`config.mk`:
```
export PLATFORM = sky130hd
export DESIGN_NAME = packet_tx
export DESIGN_NICKNAME = d
export VERILOG_FILES = /design/src/rtl/packet_pkg.sv /design/src/rtl/packet_parity_gen.sv /design/src/rtl/packet_tx.sv
export SDC_FILE = /design/constraint.sdc
export NUM_CORES = 1
export LEC_CHECK = 0
export CAP_MARGIN = 25
export CORE_MARGIN = 3
export CORE_UTILIZATION = 30
export DETAILED_ROUTE_END_ITERATION = 7
export GPL_ROUTABILITY_DRIVEN = 0
export SYNTH_ARGS = -nofsm -noshare
export SYNTH_HDL_FRONTEND = slang
export SYNTH_HIERARCHICAL = 1
export SYNTH_SLANG_ARGS = --single-unit
```
`constraint.sdc`:
```
create_clock -name clk -period 1.7 [get_ports clk]
set_clock_uncertainty 0.2 [all_clocks]
set_input_delay 0.34 -clock clk [delete_from_list [all_inputs] [get_ports clk]]
set_output_delay 0.34 -clock clk [all_outputs]
set_load 0.05 [all_outputs]
```
`src/rtl/packet_pkg.sv`:
```
// Shared packet framing constants and transmit/receive FSM state encoding.
package packet_pkg;

  localparam int unsigned PACKET_SIZE = 64;
  localparam int unsigned SYNC_LSB    = 10;
  localparam int unsigned SYNC_WIDTH  = 4;
  localparam int unsigned GAP_BITS    = 8;

  typedef enum logic [1:0] {
    ST_IDLE  = 2'd0,
    ST_SHIFT = 2'd1,
    ST_GAP   = 2'd2
  } tx_state_e;

endpackage

```
`src/rtl/packet_parity_gen.sv`:
```
// XOR-reduction of a packet word, used to build the even-parity bit.
module packet_parity_gen
  import packet_pkg::*;
#(
  parameter int unsigned WIDTH = PACKET_SIZE
) (
  input  logic [WIDTH-1:0] data_i,
  output logic             parity_c
);

  assign parity_c = ^data_i;

endmodule

```
`src/rtl/packet_tx.sv`:
```
// Serial packet transmitter: MSB-first shift-out with sync field and idle gap.
// Define PACKET_TX_PARITY_EN to replace bit 0 with an even-parity bit.
module packet_tx #(
  parameter int unsigned PACKET_SIZE = packet_pkg::PACKET_SIZE,
  parameter int unsigned SYNC_LSB    = packet_pkg::SYNC_LSB,
  parameter int unsigned SYNC_WIDTH  = packet_pkg::SYNC_WIDTH,
  parameter int unsigned GAP_BITS    = packet_pkg::GAP_BITS
) (
  input  logic                   clk,
  input  logic                   rst,
  input  logic [PACKET_SIZE-1:0] pkt_data,
  input  logic                   pkt_valid,
  output logic                   pkt_ready,
  input  logic                   en,
  input  logic                   pkt_abort,
  output logic                   dout,
  output logic                   busy,
  output logic                   pkt_done
);
  import packet_pkg::*;

  localparam int unsigned CNT_W = $clog2(PACKET_SIZE + 1);
  localparam int unsigned GAP_W = $clog2(GAP_BITS + 1);
  localparam logic [CNT_W-1:0] LAST_BIT = CNT_W'(PACKET_SIZE - 1);
  localparam logic [CNT_W-1:0] CNT_MAX  = CNT_W'(PACKET_SIZE);
  localparam logic [GAP_W-1:0] LAST_GAP = GAP_W'(GAP_BITS - 1);

  tx_state_e              state_q, state_d;
  logic [PACKET_SIZE-1:0] shreg_q, shreg_d;
  logic [CNT_W-1:0]       cnt_q, cnt_d;
  logic [GAP_W-1:0]       gap_q, gap_d;
  logic                   dout_q, dout_d;
  logic                   busy_q, busy_d;
  logic                   done_q, done_d;

  logic [PACKET_SIZE-1:0] sync_word;
  logic [PACKET_SIZE-1:0] load_word;

  // Sync field is always forced high in the transmitted word.
  always_comb begin
    sync_word = pkt_data;
    sync_word[SYNC_LSB +: SYNC_WIDTH] = '1;
  end

`ifdef PACKET_TX_PARITY_EN
  logic parity_c;

  packet_parity_gen #(
    .WIDTH (PACKET_SIZE)
  ) u_parity (
    .data_i   (sync_word),
    .parity_c (parity_c)
  );

  // Full-word XOR with bit 0 folded back out gives the parity of [MSB:1].
  always_comb begin
    load_word    = sync_word;
    load_word[0] = parity_c ^ sync_word[0];
  end
`else
  assign load_word = sync_word;
`endif

  // Next-state and registered-output logic; reset and abort dominate.
  always_comb begin
    state_d = state_q;
    shreg_d = shreg_q;
    cnt_d   = cnt_q;
    gap_d   = gap_q;
    done_d  = 1'b0;

    if (rst || pkt_abort) begin
      state_d = ST_IDLE;
      shreg_d = '0;
      cnt_d   = '0;
      gap_d   = '0;
    end else begin
      unique case (state_q)
        ST_IDLE: begin
          if (pkt_valid) begin
            shreg_d = load_word;
            cnt_d   = '0;
            state_d = ST_SHIFT;
          end
        end
        ST_SHIFT: begin
          if (en) begin
            shreg_d = {shreg_q[PACKET_SIZE-2:0], 1'b0};
            if (cnt_q != CNT_MAX) begin
              cnt_d = cnt_q + CNT_W'(1);
            end
            if (cnt_q == LAST_BIT) begin
              state_d = ST_GAP;
              gap_d   = '0;
              done_d  = 1'b1;
            end
          end
        end
        ST_GAP: begin
          if (en) begin
            if (gap_q == LAST_GAP) begin
              state_d = ST_IDLE;
              gap_d   = '0;
            end else begin
              gap_d = gap_q + GAP_W'(1);
            end
          end
        end
        default: begin
          state_d = ST_IDLE;
        end
      endcase
    end

    dout_d = (state_d == ST_SHIFT) ? shreg_d[PACKET_SIZE-1] : 1'b0;
    busy_d = (state_d != ST_IDLE);
  end

  always_ff @(posedge clk) begin
    state_q <= state_d;
    shreg_q <= shreg_d;
    cnt_q   <= cnt_d;
    gap_q   <= gap_d;
    dout_q  <= dout_d;
    busy_q  <= busy_d;
    done_q  <= done_d;
  end

  assign pkt_ready = (state_q == ST_IDLE) && !rst;
  assign dout      = dout_q;
  assign busy      = busy_q;
  assign pkt_done  = done_q;

endmodule

```
Word level (Yosys, flattened, before mapping)
Cells that the tools add are included.
Cells by class
  reduce and logical (&&, ||, !) cells: 11
  muxes and demuxes: 21
  equal/unequal tests: 11
  $add $sub $neg: 2
  bitwise logic cells: 2
Operators with widths (number)
  $mux 64: 3
  $pmux 64 s2: 1
  $mux 7: 3
  $mux 4: 4
  $pmux 7 s2: 1
  $mux 2: 6
  $ne 2x2->1 const B: 5
  $pmux 4 s2: 1
  $reduce_and 4->1: 2
  $add 7x1->7 const B: 1
  $eq 7x6->1 const B: 1
  $ne 7x7->1 const B: 1
  $pmux 2 s3: 1
  $reduce_bool 2->1: 3
  $add 4x1->4 const B: 1
  $eq 2x1->1 const B: 2
  $eq 4x3->1 const B: 1
  $reduce_and 3->1: 1
  $reduce_or 3->1: 1
  $eq 2x2->1 const B: 1
  $logic_not 2->1: 1
  $not 1->1: 2
  $logic_and 1x1->1: 1
  $logic_not 1->1: 1
  other kinds (2): 2
Word-level totals
  input port bits: 69
  flip-flop bits (word level): 80
  word-level logic and storage cells: 55

Logic depth before layout (Yosys ltp)
Gate-level depths: netlist (run 1).
  depth after elaboration: 6
  mapped depth: 7

Worst setup path after synthesis (run 1)
No wires, ideal clock.
  path type: register to output
  from: reg state_q[0]
  to: out pkt_ready
  path buffers: 1
  path slack: -0.401 ns
  arrival: 1.561 ns
  cell stages (with the launch flop): 3
  data required time: 1.160 ns
  cell sequence: dfxtp_1 > buf_2 > nor3_1
Between the ends
  longest elaborated chain between the ends: 2
Ends and longest elaborated chain
  start: declaration: line packet_tx.sv:28  | tx_state_e state_q, state_d;
  start signal: assignment: line packet_tx.sv:120  | state_q <= state_d;
  $logic_not 2->1: line packet_tx.sv:129  | assign pkt_ready = (state_q == ST_IDLE) && !rst;
  $logic_and 1x1->1: line packet_tx.sv:129
  end: declaration: line packet_tx.sv:13  | output logic pkt_ready,
No other way between the ends.

Worst setup path after layout (run 1)
  from: in pkt_valid
  to: reg cnt_q[2]
Between the ends
  longest elaborated chain between the ends: 2
Ends and longest elaborated chain
  start: declaration: line packet_tx.sv:12  | input logic pkt_valid,
  $ne 2x2->1 (no line)
  $reduce_and 4->1 (no line)
  end signal: assignment: line packet_tx.sv:122  | cnt_q <= cnt_d;
  end: declaration: line packet_tx.sv:30  | logic [CNT_W-1:0] cnt_q, cnt_d;
No other way between the ends.
A chain may end at the register's enable or synchronous reset.

==> key figures, run 1 <==
Power
  • Clock network power share: a little under two fifths
  • Worst vdd ir: between 0.0003 and 0.0004 V
  • Logic pwr share: 13.2%
  • Sequential share of power: about 49%
  • Power Internal: 3.051 mW
  • Switching portion of total power: around 24%
  • Final total power: between 4 and 5 mW
  • Power Dens Cells: about 840 nW/µm²
  • Leak pwr: between 1.5 and 2 nW
  • Psw: roughly 0.97 mW

Logic synthesis
  • Synth Register Bits: 80
  • Synth Area in Adders: between 1 and 1.5%
  • Count leader, synth: dfxtp_1
  • Syn_nets: around 460
  • Main combinational cell family by area after synthesis: compound AO/OA/AOI/OAI gates
  • Seq/Total Area, Yosys: a little under half
  • Synth Area in Compound Gates: roughly 27%
  • Xor/xnor share of the synthesized area: approximately 1.0%
  • Post-Synthesis Cells: 383
  • Simple logic cell fraction of the synthesized area: between 10% and 20%
  • Share of synthesized registers carrying an async set or reset: 0%
  • Top cells by area, synth: dfxtp_1, a22oi_1, a21oi_1
  • Syn. warnings: 6
  • Synth top cells by count: dfxtp_1, nand2_1, a21oi_1
  • Average size of a mapped cell: a little under 9 µm²
  • Number of synthesized flops with an enable pin: 0
  • Multiplexer share of the synthesized area: 0.6322%
  • Library cells used by synthesis: 41
  • Mapped Area: between 3000 and 4000 µm²
  • Cell taking the most area after synthesis: dfxtp_1
  • Top-area cell type share of the netlist area: about 48%
  • Main synth FF type: dfxtp_1

Timing
  • RSZ-0062 raised after global routing: true
  • Worst slew pin tran: 0.5411 ns
  • Fmax: between 0.5 and 0.6 GHz
  • Tmin final: around 1.7 ns
  • Slew Limit Fails: 0
  • Relative slew slack: between 60% and 70%
  • Final Hold Fails: 0
  • Final Hold Slack: around 0.26 ns
  • Final setup fails: 0
  • Final worst path period share: 98.53%

Detailed routing
  • ANT nets after route: 0
  • Routed WL: between 8000 and 9000 µm
  • Detailed Route Iter0 Violations: approximately 230
  • Drt first pass iters: 4
  • Post-DR vias/cell: a little under 5
  • Total number of vias: 3026
  • DRC: 0
  • Wirelength per Cell: 13.65 µm

Hold path
  • HP Class: reg -> reg

Place
  • Inst Count DP: about 590
  • DP HPWL: 5543 µm
  • Port bufs: 68
  • Placed cell area: ~4400 µm²

Worst setup path
  • Setup crit start kind: input pin
  • Critical path class: in -> reg
  • CP top delay family: buffers and inverters
  • CP max FO: 15
  • Setup crit end kind: register
  • CP max stage cell: clkdlybuf4s50_1
  • Buf+Inv Stages, Crit Path: 3
  • CP arrival: between 1.5 and 2 ns
  • CP Data Required Time: between 1.5 and 2 ns
  • Worst path max stage delay: around 0.5 ns
  • Critical path, cell by cell: clkdlybuf4s50_1, nor3b_4, buf_6, nor2_8, buf_12, o21ai_0, a21oi_1

Cells and area
  • Layout fillers: ~1100
  • Antenna Cells: 0
  • Fin util: a little over two fifths
  • Layout area overhead: 41.73%
  • Share of layout cells above drive strength 1: between 10% and 20%
  • Nets: 539
  • Layout Cells excl Fill: about 600
  • Final Instance Area: ~4800 µm²

CTS
  • CTS Buf Count: 9
  • Clock tree sinks: 80
  • Clock-pin transition on the worst setup and hold timing paths: approximately 0.09 ns
  • Clk_lat worst skew: ~0.35 ns
  • Htree depth: 3
  • Clock root cell: clkbuf_8
  • TritonCTS clock tree: done
  • Longest Clk Path Bufs: 2

Global routing
  • Initial antenna violation count: 0
  • Global-route wire length before repair: 13800 µm
  • Overall routing resource usage: a little over an eighth
  • Pin count of the biggest net entering global routing: 69
  • Vias in the first global route: just under 3000
  • Total grt overflow: 0

Floorplan
  • Io pins: 73
  • Initial Utilization: a little under a third
  • Die Span X: 111.9 µm
  • Die Height: about 110 µm
  • Die area: 12520 µm²
  • Row count: 38
  • Total core area: roughly 11000 µm²

Run status
  • Status: finished, final reports clean

Job
  • Max Cap Viol: 0
-- timing repair --
item / CTS / global route
setup buffers: 1 / 1
pin swaps: 7 / 3
gates cloned: 0 / 1
gates resized for setup: 12 / 15
hold buffers: 0 / 0
endpoints found under the setup margin: 7 / 67
-- power by group through the flow --
stage | combinational [mW] | clock, mW | sequential (mW)
final | 0.529 | 1.54 | 1.95
after global routing | 0.574 | 1.67 | 1.96
after CTS | 0.512 | 1.60 | 1.95
after detailed placement | 0.503 | 0 | 2.00
after global placement | 0.499 | 0 | 2.00
after floorplan | 0.236 | 0 | 2.00
-- layout make-up --
type	count	area, µm²	share of cell area [%]
Clock buffer	10	127.6	2.676
Multi-Input combinational cell	266	1612	33.80
Inverter	6	22.52	0.4723
Clock inverter	6	93.84	1.968
Sequential cell	80	1614	33.85
Tap cell	140	175.2	3.674
Timing Repair Buffer	104	1124	23.56
-- stage by stage --
stage | TNS, ns | worst slack, ns
floorplan | 0 | 0.01875
CTS | -0.04858 | -0.02375
global route | -0.3532 | -0.05195
global placement | -20.53 | -0.3364
detailed placement | -23.35 | -0.3748
finish | 0 | 0.02496
-- worst reg2reg max path, stage by stage, from the launching register on --
cell and delay [ns]:
dfxtp_4 0.37, buf_6 0.13, nor3b_4 0.24, buf_6 0.18, nor2_8 0.08, buf_12 0.15, o21ai_0 0.14, a21oi_1 0.08
-- path summary, 6_finish.rpt --
kind / from / slack, ns / endpoint / cells past startpoint
max reg2reg: state_q[1]$_DFF_P_ / 0.02 / cnt_q[2]$_SDFFE_PN0P_ / 7
min: shreg_q[22]$_SDFFE_PN0P_ / 0.26 / shreg_q[22]$_SDFFE_PN0P_ / 2
min reg2reg: shreg_q[22]$_SDFFE_PN0P_ / 0.26 / shreg_q[22]$_SDFFE_PN0P_ / 2
max: pkt_valid / 0.02 / cnt_q[2]$_SDFFE_PN0P_ / 7
-- logic make-up (layout without fill, tap and decap cells) --
logic type                 Yosys count  after routing
AOI/OAI and AO/OA                  142            142
buffers and inverters               37            126
and+or+nand+nor                    115            115
DFF                                 80             80
muxes                                2              2
xor gates and xnor gates             4              4
adders and majority gates            3              3
-- per-layer routing --
metal | vias up | part of all wire (%) | global-route usage [%]
li1 | 1544 | - | -
met1 | 1424 | 49 | 17.92
met2 | 52 | 46 | 20.74
met3 | 6 | 3.9 | 2.826
met4 | 0 | 1.3 | 5.596
met5 | - | 0 | 0
-- flip-flops by register name (all words and copies together) (netlist names) --
register / count
gap_q: 4
dout: 1
pkt_done: 1
busy: 1
shreg_q: 64
state_q: 2
cnt_q: 7
-- cell usage in the layout, fill, tap and decap left out, types with 4 or more instances in the layout --
cell type        Yosys  final
inv_1                6      5
o21ai_0              4      4
clkdlybuf4s50_1      0     62
buf_6                5      7
nand3_1              4      4
dfxtp_1             80     76
a22oi_1             59     58
a31oi_1              6      6
clkbuf_8             0      9
buf_12               0     11
nand2_1             79     79
nor2_1              11     11
a21oi_1             64     63
buf_4               10     21
No activity file was read; power rests on OpenSTA's default activity.
==> run 2: changes to the inputs <==
- CORE_MARGIN: 3 -> not set
==> run 2 against run 1 <==
  * The run now ends with negative setup slack left
  * Clock power up 23%
  * Hold slack worse by 0.0069 ns
  * Cell area up 0.66%
  * Die area down 7.0%
  * Total power up 8.6%
  * Largest power group unchanged
  * Wire length down 4.0%
  * Flip-flop and latch count unchanged
  * Worst setup slack worse by 0.031 ns
  * Critical path type is now reg -> out
  * Via count down 0.36%
  * Final cell count down 0.33%
  * Non-clock buffer count down 2
==> key figures, run 2 (synthesis results as in run 1) <==
Floorplan
  • Io pins: 73 (unchanged)
  • Die Span X: 107.9 µm (was 111.9 µm)
  • Total core area: 10890 µm² (unchanged)
  • Die Height: 107.9 µm (was 111.9 µm)
  • Die area: 11640 µm² (was 12520 µm²)
  • Initial Utilization: 30.90% (unchanged)
  • Row count: 38 (unchanged)

Worst setup path
  • Worst Setup SP: state_q[0]$_DFF_P_ (was pkt_valid)
  • Setup crit end kind: primary output (was register)
  • CP Data Required Time: 1.16 ns (was 1.74 ns)
  • CP max FO: 3 (was 15)
  • Worst r2r dst: cnt_q[2]$_SDFFE_PN0P_ (unchanged)
  • Reg2Reg Depth: 6 (was 7)
  • Setup crit start kind: register (was input pin)
  • Worst r2r src: state_q[1]$_DFF_P_ (unchanged)
  • Critical path class: reg -> out (was in -> reg)
  • R2R Setup Slk: 0.01 ns (was 0.02 ns)
  • CP arrival: 1.17 ns (was 1.72 ns)

Timing
  • Final worst path period share: 100.4% (was 98.53%)
  • Slew Limit Fails: 0 (unchanged)
  • Worst slew pin tran: 0.4043 ns (was 0.5411 ns)
  • Final WS setup: -0.006326 ns (was 0.02496 ns)
  • Relative slew slack: 73.05% (was 63.93%)
  • TNS Setup: -0.006326 ns (was 0 ns)
  • Final Hold Fails: 0 (unchanged)
  • RSZ-0062 raised after global routing: true (unchanged)
  • Tmin final: 1.706 ns (was 1.675 ns)
  • Fmax: 0.5861 GHz (was 0.5970 GHz)
  • Final setup fails: 1 (was 0)

Hold path
  • HP Class: in -> reg (was reg -> reg)
  • Worst hold endpoint: gap_q[3]$_SDFFE_PN0P_ (was shreg_q[22]$_SDFFE_PN0P_)
  • Hold path depth: 4 (was 2)
  • Hold Startpoint: en (was shreg_q[22]$_SDFFE_PN0P_)

Cells and area
  • Share of layout cells above drive strength 1: 17.02% (was 15.89%)
  • Nets: 537 (was 539)
  • Layout area overhead: 42.66% (was 41.73%)
  • Commonest non-fill, non-tap cell in the layout: nand2_1 (unchanged)
  • Top flop regs: shreg_q (64), cnt_q (7), gap_q (4) (unchanged)
  • Top reg by flops: shreg_q (unchanged)
  • Max reg flops: 64 (unchanged)
  • Most frequent cells in the layout: nand2_1, dfxtp_1, clkdlybuf4s50_1 (was nand2_1, dfxtp_1, a21oi_1)
  • Fin util: 44.08% (was 43.79%)
  • Antenna Cells: 0 (unchanged)

Place
  • Port bufs: 68 (unchanged)
  • DP HPWL: 5281 µm (was 5543 µm)

Detailed routing
  • Routed WL: 8017 µm (was 8352 µm)
  • Post-DR vias/cell: 4.943 (was 4.944)
  • Detailed Route Iter0 Violations: 181 (was 229)
  • Total number of vias: 3015 (was 3026)
  • DRC: 0 (unchanged)
  • Wirelength per Cell: 13.14 µm (was 13.65 µm)
  • Drt first pass iters: 5 (was 4)
  • ANT nets after route: 0 (unchanged)

CTS
  • Longest Clk Path Bufs: 2 (unchanged)
  • Clock-pin transition on the worst setup and hold timing paths: 0.09 ns (about the same)
  • Clock root cell: clkbuf_8 (unchanged)
  • Clk_lat worst skew: 0.35 ns (about the same)
  • TritonCTS clock tree: done (unchanged)
  • Post-CTS Hold Fix Bufs: 0 (unchanged)
  • CTS Buf Count: 9 (unchanged)
  • Clock tree sinks: 80 (unchanged)
  • Htree depth: 3 (unchanged)

Power
  • Power Internal: 3.383 mW (was 3.051 mW)
  • Psw: 0.9821 mW (was 0.9690 mW)
  • Switching portion of total power: 22.50% (was 24.11%)
  • Logic pwr share: 11.9% (was 13.2%)
  • Sequential share of power: 44.7% (was 48.6%)
  • Power Dens Cells: 909.4 nW/µm² (was 843.0 nW/µm²)
  • Clock network power share: 43.4% (was 38.3%)
  • Worst vdd ir: 0.0003606 V (was 0.0003545 V)
  • Leak pwr: 1.730 nW (was 1.712 nW)

Run status
  • Status: complete, but fails checks (was finished, final reports clean)
  • Failing checks: negative setup slack

Global routing
  • Overall routing resource usage: 14.12% (was 13.32%)
  • Pin count of the biggest net entering global routing: 38 (was 69)
  • Initial antenna violation count: 0 (unchanged)
  • Total grt overflow: 0 (unchanged)
  • Global-route wire length before repair: 12900 µm (was 13800 µm)
  • Vias in the first global route: 2790 (was 2941)

Job
  • Max Cap Viol: 0 (unchanged)
-- run 2: cell count changes in the layout (fill, tap and decap cells not counted), sizes merged --
cell / previous run / this run
clkinv: 3 / 0
clkbuf: 11 / 10
bufinv: 2 / 4
buf: 39 / 38
clkinvlp: 1 / 0
inv: 6 / 8
-- run 2: power groups by stage --
stage / Sequential (mW) / Combinational [mW] / Clock (mW)
finish: 1.95 / 0.518 / 1.89
global route: 1.96 / 0.562 / 2.02
CTS: 1.95 / 0.509 / 1.94
detailed placement: 2.00 / 0.500 / 0
global placement: 2.00 / 0.496 / 0
floorplan: 2.00 / 0.236 / 0
-- run 2: what timing repair did --
action                                  4_1_cts  5_1_grt
pin swaps                                     7       10
resized for setup                            12       19
buffers inserted                              2        2
endpoints found under the setup margin        9       68
endpoints found under the hold margin         0        0
-- run 2: cell type report --
type,instances,area [µm²]
clock buffer,10,137.6
clock inverter,6,137.6
fill,1056,6088
inverter,6,22.52
multi-input combinational,266,1625
sequential,80,1614
tap,140,175.2
timing repair buffer,102,1087
-- run 2: per-stage QoR --
step | total power [mW] | hold slack (ns) | std cells | area [µm²] | setup WS (ns)
2_1_floorplan | 2.232 | 0.2366 | 383 | 3369 | 0.01875
3_3_place_gp | 2.493 | 0.2429 | 591 | 4390 | -0.3195
3_5_place_dp | 2.500 | 0.2472 | 591 | 4390 | -0.3384
4_1_cts | 4.398 | 0.2597 | 608 | 4717 | -0.02091
5_1_grt | 4.543 | 0.2446 | 610 | 4800 | -0.07108
6_report | 4.365 | 0.2507 | 610 | 4800 | -0.006326
-- run 2: how the worst max path moves through the flow --
stage	to	slack, ns	depth (start not counted)
2_1_floorplan	pkt_ready	0.02	2
3_3_place_gp	shreg_q[0]$_SDFFE_PN0P_	-0.32	7
3_5_place_dp	shreg_q[63]$_DFF_P_	-0.34	6
4_1_cts	gap_q[2]$_SDFFE_PN0P_	-0.02	6
5_1_grt	shreg_q[0]$_SDFFE_PN0P_	-0.07	7
6_report	pkt_ready	-0.006	3
-- run 2: layer usage --
layer	global-route usage, %	up-vias	wire, µm
li1	-	1533	-
met1	18.42	1411	3893
met2	22.07	60	3660
met3	2.906	11	313
met4	7.045	0	150
met5	0	-	0
-- run 2: critical path, stage by stage, from the launching register on --
cell and delay, ns:
dfxtp_4 0.36, buf_6 0.11, nor3_4 0.18, buf_12 0.16
==> run 3: changes to the inputs <==
- SLEW_MARGIN: not set -> 20
==> results of run 3 <==
No change in the layout: final DEF, timing and power equal those of run 2.
